`config.mk`:
```
export PLATFORM = sky130hd
export DESIGN_NAME = irq_dispatch
export DESIGN_NICKNAME = d
export VERILOG_FILES = /design/src/rtl/config_pkg.sv /design/src/rtl/prio_arbiter.sv /design/src/rtl/irq_dispatch.sv
export SDC_FILE = /design/constraint.sdc
export NUM_CORES = 1
export LEC_CHECK = 0
export BUFFER_PORTS_ARGS = -buffer_cell sky130_fd_sc_hd__buf_2
export CAP_MARGIN = 20
export CORE_ASPECT_RATIO = 2
export CORE_MARGIN = 2
export CORE_UTILIZATION = 30
export CTS_CLUSTER_DIAMETER = 200
export DETAILED_ROUTE_END_ITERATION = 10
export GPL_TIMING_DRIVEN = 0
export PLACE_DENSITY = 0.54
export SYNTH_ARGS = -nofsm -noshare
export SYNTH_HDL_FRONTEND = slang
export SYNTH_HIERARCHICAL = 1
export SYNTH_SLANG_ARGS = --single-unit
```
`constraint.sdc`:
```
create_clock -name clk -period 31.2 [get_ports clk]
set_input_delay 3.12 -clock clk [delete_from_list [all_inputs] [get_ports clk]]
set_output_delay 3.12 -clock clk [all_outputs]
set_load 0.05 [all_outputs]
```
`src/rtl/config_pkg.sv`:
```
// Shared constants, types and FSM encoding for the irq_dispatch interrupt controller.
// Optional nested preemption is enabled by defining CLIC_NEST_EN.
package config_pkg;

    localparam int VecSize   = 8;
    localparam int PrioWidth = 3;
    localparam int NestDepth = 4;
    localparam int IdWidth   = $clog2(VecSize);

    typedef logic [IdWidth-1:0]   IrqIdT;
    typedef logic [PrioWidth-1:0] IrqPrioT;

    typedef enum logic [1:0] {
        IDLE,
        REQ,
        ACTIVE
    } IrqStateT;

endpackage

```
`src/rtl/prio_arbiter.sv`:
```
// Combinational selector: highest priority among eligible entries, lowest index on ties.
module prio_arbiter #(
    parameter int VecSize   = 8,
    parameter int PrioWidth = 3
) (
    input  logic [VecSize-1:0]         eligible,
    input  logic [PrioWidth-1:0]       prio [VecSize],
    output logic                       valid,
    output logic [$clog2(VecSize)-1:0] id,
    output logic [PrioWidth-1:0]       win_prio
);

    always_comb begin
        // NOTE: every output gets a default before the loop so no latch is inferred.
        valid    = 1'b0;
        id       = '0;
        win_prio = '0;
        // Ascending scan with strict '>' keeps the lowest index on equal priority.
        for (int i = 0; i < VecSize; i++) begin
            if (eligible[i] && (!valid || prio[i] > win_prio)) begin
                valid    = 1'b1;
                id       = ($clog2(VecSize))'(i);
                win_prio = prio[i];
            end
        end
    end

endmodule

```
`src/rtl/irq_dispatch.sv`:
```
// Interrupt dispatcher: arbitrates level-held interrupt_set lines, requests the core and
// pulses interrupt_clear to the taken source. Define CLIC_NEST_EN for nested preemption.
module irq_dispatch
    import config_pkg::*;
(
    input  logic                 clk,
    input  logic                 reset,
    input  logic [VecSize-1:0]   interrupt_set,
    output logic [VecSize-1:0]   interrupt_clear,
    input  logic                 cfg_we,
    input  logic [IdWidth-1:0]   cfg_idx,
    input  logic [PrioWidth-1:0] cfg_prio,
    input  logic                 cfg_en,
    output logic                 irq_req,
    output logic [IdWidth-1:0]   irq_id,
    output logic [PrioWidth-1:0] irq_prio,
    input  logic                 irq_ack,
    input  logic                 irq_done,
    output logic [PrioWidth-1:0] cur_level
);

    IrqPrioT            prio_q [VecSize];
    logic [VecSize-1:0] en_q;
    logic [VecSize-1:0] clr_prev;
    IrqStateT           state_q, state_d;

    logic               done_v, ack_v;
    IrqPrioT            level_after_done, cmp_level;
    logic [VecSize-1:0] eligible;
    logic               win_valid;
    IrqIdT              win_id;
    IrqPrioT            win_prio;

    logic               req_d;
    IrqIdT              id_d;
    IrqPrioT            prio_d, level_d;
    logic [VecSize-1:0] clr_d;

    always_ff @(posedge clk or posedge reset) begin
        if (reset) begin
            en_q <= '0;
            for (int i = 0; i < VecSize; i++) prio_q[i] <= '0;
        end else if (cfg_we) begin
            // NOTE: sequential state uses non-blocking assignments so every register samples pre-edge values.
            prio_q[cfg_idx] <= cfg_prio;
            en_q[cfg_idx]   <= cfg_en;
        end
    end

`ifdef CLIC_NEST_EN
    localparam int DepthWidth = $clog2(NestDepth + 1);
    localparam int TopWidth   = $clog2(NestDepth);

    logic [DepthWidth-1:0] depth_q;
    IrqPrioT               stack_q [NestDepth];
    logic [TopWidth-1:0]   top_idx;
    logic                  stack_full, last_pop, push, pop;

    assign top_idx          = TopWidth'(depth_q - DepthWidth'(1));
    assign stack_full       = (depth_q == DepthWidth'(NestDepth));
    assign last_pop         = (depth_q == DepthWidth'(1));
    assign level_after_done = stack_q[top_idx];
    assign push             = ack_v;
    assign pop              = done_v;

    always_ff @(posedge clk or posedge reset) begin
        if (reset)     depth_q <= '0;
        else if (push) depth_q <= depth_q + DepthWidth'(1);
        else if (pop)  depth_q <= depth_q - DepthWidth'(1);
    end

    // NOTE: stack storage has no reset; depth_q alone defines which entries are valid.
    always_ff @(posedge clk) begin
        if (push) stack_q[depth_q[TopWidth-1:0]] <= cur_level;
    end
`else
    assign level_after_done = '0;
`endif

    assign done_v = irq_done && (state_q == ACTIVE);
    assign ack_v  = irq_ack && irq_req && !done_v;

    // On the done cycle, compare against the level being returned to so a waiting
    // source is requested the very next cycle.
    assign cmp_level = done_v ? level_after_done : cur_level;

    always_comb begin
        eligible = '0;
        for (int i = 0; i < VecSize; i++) begin
            eligible[i] = interrupt_set[i] && en_q[i] && (prio_q[i] > cmp_level)
                          && !interrupt_clear[i] && !clr_prev[i];
        end
    end

    prio_arbiter #(
        .VecSize   (VecSize),
        .PrioWidth (PrioWidth)
    ) u_arb (
        .eligible (eligible),
        .prio     (prio_q),
        .valid    (win_valid),
        .id       (win_id),
        .win_prio (win_prio)
    );

    // State register and registered outputs.
    always_ff @(posedge clk or posedge reset) begin
        if (reset) begin
            state_q         <= IDLE;
            irq_req         <= 1'b0;
            irq_id          <= '0;
            irq_prio        <= '0;
            interrupt_clear <= '0;
            clr_prev        <= '0;
            cur_level       <= '0;
        end else begin
            state_q         <= state_d;
            irq_req         <= req_d;
            irq_id          <= id_d;
            irq_prio        <= prio_d;
            interrupt_clear <= clr_d;
            clr_prev        <= interrupt_clear;
            cur_level       <= level_d;
        end
    end

    // Next-state logic.
    always_comb begin
        state_d = state_q;
        case (state_q)
            IDLE: if (win_valid) state_d = REQ;
            REQ: begin
                if (ack_v)           state_d = ACTIVE;
                else if (!win_valid) state_d = IDLE;
            end
            ACTIVE: begin
`ifdef CLIC_NEST_EN
                if (done_v && last_pop) state_d = win_valid ? REQ : IDLE;
`else
                if (done_v) state_d = win_valid ? REQ : IDLE;
`endif
            end
            default: state_d = IDLE;
        endcase
    end

    // Output logic: next values of the registered outputs.
    always_comb begin
        req_d   = 1'b0;
        id_d    = irq_id;
        prio_d  = irq_prio;
        clr_d   = '0;
        level_d = cur_level;

        if (ack_v) begin
            clr_d[irq_id] = 1'b1;
            level_d       = irq_prio;
        end else if (done_v) begin
            level_d = level_after_done;
            req_d   = win_valid;
        end else begin
            case (state_q)
                IDLE, REQ: req_d = win_valid;
`ifdef CLIC_NEST_EN
                ACTIVE:    req_d = win_valid && !stack_full;
`endif
                default:   req_d = 1'b0;
            endcase
        end

        if (req_d) begin
            id_d   = win_id;
            prio_d = win_prio;
        end
    end

endmodule
```
# After elaboration in Yosys (flattened, before gate mapping)
# Index checks and enable logic that the tools add are counted.
# word_totals
register_bits	60
word_cells	165
inputBits	20
# classes
mux	43
n_lt_le_gt_ge	21
n_reduce_logical	79
bitwise	1
eq_ne	5
# ops
operator	n
$gt A3 B3 Y1	15
$logic_and A1 B1 Y1	45
$mux W3	15
$bwmux W24	1
$logic_not A1 Y1	24
$mux W1	15
$mux W2	6
$demux W3 S3	1
$bwmux W8	1
$lt A3 B4 Y1 const B	2
$mux W8	1
$logic_or A1 B1 Y1	7
$demux W1 S3	2
$ge A3 B1 Y1 const B	2
$pmux W2 S3	1
$ge A4 B4 Y1 const B	1
$lt A4 B1 Y1 const B	1
$ne A2 B2 Y1 const B	2
$not A3 Y4	1
$ne A3 B3 Y1 const B	1
$reduce_and A3 Y1	1
$eq A2 B1 Y1 const B	1
$eq A2 B2 Y1 const B	1
$logic_not A2 Y1	1
$reduce_or A2 Y1	1

# Logic depth before layout (Yosys ltp)
# logic_depth
depth_word	39
mapped_depth	53
ltp_nobuf	50

# Modules after synthesis
# Netlist, hierarchy kept.
# modules_own_cells
mod	seq_area_each_um2	n_inst	cells_per_inst	area_each_um2
irq_dispatch	1501.4	1	235	2842.7
prio_arbiter	0.0	1	156	1171.1

# Worst setup path after synthesis
# OpenSTA, ideal clock, no wires.
# synth_timing
path_type	input to register
startpoint	in irq_done
endpoint	reg irq_id[0]
cell_stages	51
setup_ns	0.125
n_path_buf	3
t_arrival_ns	12.424
setup_slack_ns	18.651
cell_sequence	nand3b_1 -> nand2_1 -> ha_1 -> nor2b_1 -> o21ai_0 -> a21oi_1 -> buf_2 -> nand2_1 -> ha_1 -> and3b_1 -> o21a_1 -> a21oi_1 -> nor2_1 -> ha_1 -> nor2b_1 -> o311a_1 -> o21a_2 -> o32a_1 -> [15 not listed] -> a31oi_1 -> buf_6 -> nor2_1 -> a21o_1 -> ha_1 -> a21oi_1 -> a32oi_1 -> o21a_4 -> or2_4 -> o22ai_2 -> o21bai_1 -> ha_1 -> a21oi_1 -> o21a_1 -> nor2_1 -> a21oi_1 -> o311ai_1 -> mux2_2
# synth_rtl
item	line	rtl
start, declared	irq_dispatch.sv:18	input logic irq_done,
$logic_and A1 B1 Y1 *	irq_dispatch.sv:80	assign done_v = irq_done && (state_q == ACTIVE);
$mux W3 *	--	
$gt A3 B3 Y1 *	irq_dispatch.sv:90	eligible[i] = interrupt_set[i] && en_q[i] && (prio_q[i] > cmp_level)
$logic_and A1 B1 Y1 *	irq_dispatch.sv:90	
$logic_and A1 B1 Y1 * (2 in series)	irq_dispatch.sv:91	&& !interrupt_clear[i] && !clr_prev[i];
via eligible[0]	irq_dispatch.sv:29	logic [VecSize-1:0] eligible;
$mux W3 or $mux W1 (tied branches)	prio_arbiter.sv:20	if (eligible[i] && (!valid || prio[i] > win_prio)) begin
$gt A3 B3 Y1 or $logic_not A1 Y1 (tied branches)	prio_arbiter.sv:20	
[20 not listed]	--	
$logic_or A1 B1 Y1	prio_arbiter.sv:20	
$logic_and A1 B1 Y1	prio_arbiter.sv:20	
$mux W3 or $mux W1 (tied branches)	prio_arbiter.sv:20	
$gt A3 B3 Y1 or $logic_not A1 Y1 (tied branches)	prio_arbiter.sv:20	
$logic_or A1 B1 Y1	prio_arbiter.sv:20	
$logic_and A1 B1 Y1	prio_arbiter.sv:20	
$mux W3 *	prio_arbiter.sv:20	
via win_id[0]	irq_dispatch.sv:31	IrqIdT win_id;
end signal, assigned	irq_dispatch.sv:119	irq_id <= id_d;
end, declared	irq_dispatch.sv:15	output logic [IdWidth-1:0] irq_id,
# The timed path passes the listed nets; every way through them passes the cells marked *.
# A chain may end at the register's enable or synchronous reset.

# Final worst setup path
# layout_timing
startpoint	in irq_done
endpoint	reg irq_id[2]
# Same word-level chain as after synthesis.

==> results by group <==
Logic synthesis
  • Number of synthesized flops with an enable pin: 0
  • Post-synth ARST share: 100.0%
  • Most common cell in the netlist: dfrtp_1
  • Mapped cell area: 0.004014 sq mm
  • Net Count, Synth: between 400 and 500
  • Synth Flop Type: dfrtp_1
  • Yosys top cell area share: approximately 37%
  • Part of the Yosys area used for sequential elements: between 30% and 40%
  • Post-synth cell types: 60
  • Post-Syn Instances: around 400
  • Yosys top cell by area: dfrtp_1
  • Synth cell count leaders: dfrtp_1 (60), ha_1 (45), mux2_2 (39)
  • Syn Area/Cell: between 10 and 15 sq um
  • Synth area leaders: dfrtp_1 (37%), ha_1 (14%), mux2_2 (11%)
  • Seq cells post-synth: 60
  • Synth warn: 6

Worst setup path
  • CP startpoint kind: input pin
  • CP endpoint kind: flop
  • Most frequent CP cell: ha_1
  • Required @ worst endpoint: 31420 ps
  • Crit Path Class: input pin to flop
  • Worst Path Arrival: 14200 ps
  • CP max-delay cell: o21ai_0
  • Crit-path max cell delay: 430 ps
  • CP max FO: 10

Placement
  • Post-place setup slack: ~17000 ps
  • Buffers on Ports: 37
  • DP Wirelength: roughly 9000 microns
  • Final Wtd Congestion: roughly 0.81

Detailed routing
  • Vias per Instance: 5.437
  • 1st-pass router iterations: 7
  • Routed Antenna Nets: 0
  • Final WL: roughly 11000 microns
  • Drt first-iter violations: approximately 160
  • Vias: about 3200
  • Drt wl/cell: 18.94 microns
  • Number of remaining DRC errors: 1

GRT
  • Vias in the first global route: ~3500
  • Initial antenna violation count: 0
  • Gr usage total: 16.61%
  • Total gr overflow: 0
  • First-pass GRT wire length: between 15000 and 20000 microns
  • Largest net degree at the start of global routing: 33

Floorplan
  • Die width: between 80 and 90 microns
  • Std-Cell Rows: 59
  • Initial Util: a little under a third
  • Std-Cell Core Area: between 0.01 and 0.015 sq mm
  • Chip height: between 150 and 200 microns
  • Die ar.: 0.01438 sq mm
  • I/O pins: 38

Finish
  • Final nets: 505
  • Layout cells sized above 1: between 20% and 30%
  • Layout overhead on the synthesized area: 17.36%
  • Final Util: a little over a third
  • Diodes inserted: 0

Worst hold path
  • Worst min path class: flop to flop

STA
  • Layout Skew: between 5 and 6 ps
  • Max-slew violations: 0
  • Setup Total Neg Slack: 0 ps
  • Worst slew pin tran: between 600 and 700 ps
  • Min cycle time layout: around 14000 ps
  • Final period utilization: approximately 45%
  • RSZ-0062 raised after global routing: false
  • Final WS setup: 17220 ps
  • Relative slew slack: a little under three fifths
  • Maximum clock rate: a little over 0.07 GHz
  • Final setup fails: 0
  • Hold Vio Cnt, Final: 0
  • Hold slack: slightly above 400 ps

Run status
  • Status: complete, but fails checks
  • Failing checks: DRC

CTS
  • H-Tree Depth: 3
  • Clock Tree Root: clkbuf_16
  • TritonCTS clock tree: done
  • Hold_buf cts: 0
  • Post-CTS setup buffer count: 0
  • Reg clk slew, reported paths: ~60 ps
  • Clk sinks: 60
  • CTS buffer count: 9
  • Clock Latency Late Sink: between 300 and 400 ps
  • Post-CTS sizing: 0
  • Max clock buf depth: 2

Pwr
  • Leak: around 2.2 nW
  • Power Dens Cells: 108.2 mW/mm^2
  • VDD IR max: between 0.00006 and 0.00007 V
  • Final Total Pwr: between 0.5 and 0.6 mW

Flow run
  • Total of max-cap violations: 0
-- per-layer routing --
layer / wire length (microns) / GRT usage [%]
met4: 544 / 10.01
met5: 0 / 0
met3: 256 / 2.464
met2: 6666 / 32.54
met1: 3838 / 15.36
-- report_power, final --
group | internal [mW] | switching [mW]
clock network | 0.0621 | 0.0371
logic | 0.119 | 0.172
registers | 0.0969 | 0.0231
total | 0.278 | 0.232
-- kinds of logic (layout without fill, tap and decap cells) --
kind of cell             count (synthesis)  after routing  share of synthesized area (%)
flip-flops                              60             60                          37.41
buffers and inverters                   34             88                          3.585
AND/OR/NAND/NOR                        130            130                          18.39
multiplexers                            39             39                          10.94
AO/OA/AOI/OAI                           83             83                          15.65
adder cells (fa/ha/maj)                 45             45                          14.03
-- registers in the layout, indices dropped and copies added (netlist names) --
register	count
state_q	2
irq_prio	3
irq_req	1
irq_id	3
cur_level	3
prio_q	24
clr_prev	8
interrupt_clear	8
en_q	8
-- layout make-up --
class | instances | area [sq um]
well taps | 152 | 190.2
flip-flops and latches | 60 | 1501
fillers | 1304 | 8356
plain buffers | 6 | 38.79
clock inverters | 7 | 76.32
clock buffers | 9 | 225.2
inverters | 28 | 105.1
multi-input cells | 297 | 2369
repair buffers | 38 | 205.2
-- per-stage QoR --
step | std cells | area [sq um]
global placement | 580 | 4389
floorplan | 391 | 4014
global route | 597 | 4711
detailed placement | 581 | 4409
CTS | 597 | 4711
finish | 597 | 4711
-- worst max-delay path: cells and delay by family --
family	cells	cell delay [ps]
buffers and inverters	4	810
AO/OA/AOI/OAI	25	5100
adder cells (fa/ha/maj)	8	2480
multiplexers	2	670
AND/OR/NAND/NOR	13	2020
-- final timing paths --
path	slack (ps)	depth (start not counted)	endpoint	from
max reg2reg	19680	51	irq_id[2]$_DFFE_PP0P_	state_q[0]$_DFFE_PP0P_
max in group asynchronous	27740	3	prio_q[12]$_DFFE_PP0P_	reset
min reg2reg	410	0	clr_prev[2]$_DFF_PP0_	interrupt_clear[2]$_DFF_PP0_
min	410	0	clr_prev[2]$_DFF_PP0_	interrupt_clear[2]$_DFF_PP0_
max	17220	52	irq_id[2]$_DFFE_PP0P_	irq_done
min in group asynchronous	2860	2	clr_prev[6]$_DFF_PP0_	reset
-- cells in the final DEF (no fill, tap or decap), types with 2 or more instances in the layout --
cell type / n
ha_1: 45
a31oi_1: 3
o21a_1: 4
a221oi_1: 2
o21ai_1: 3
and2_1: 2
nor3b_2: 3
clkinv_4: 2
mux2_2: 39
a32oi_1: 3
nor2_1: 30
nor3_1: 2
nand4b_1: 3
nor2b_1: 12
inv_1: 27
nand3_1: 18
and3b_1: 2
nand2b_1: 8
or2_1: 2
o21ai_0: 11
nand4_1: 10
a21o_1: 3
nand2_1: 21
a21oi_1: 26
clkinvlp_4: 2
nor3_2: 5
o22ai_1: 5
nand3b_1: 2
buf_2: 41
dfrtp_1: 60
o211ai_1: 3
clkbuf_16: 9
o32ai_4: 2
Power figures use the tool's default switching activity.
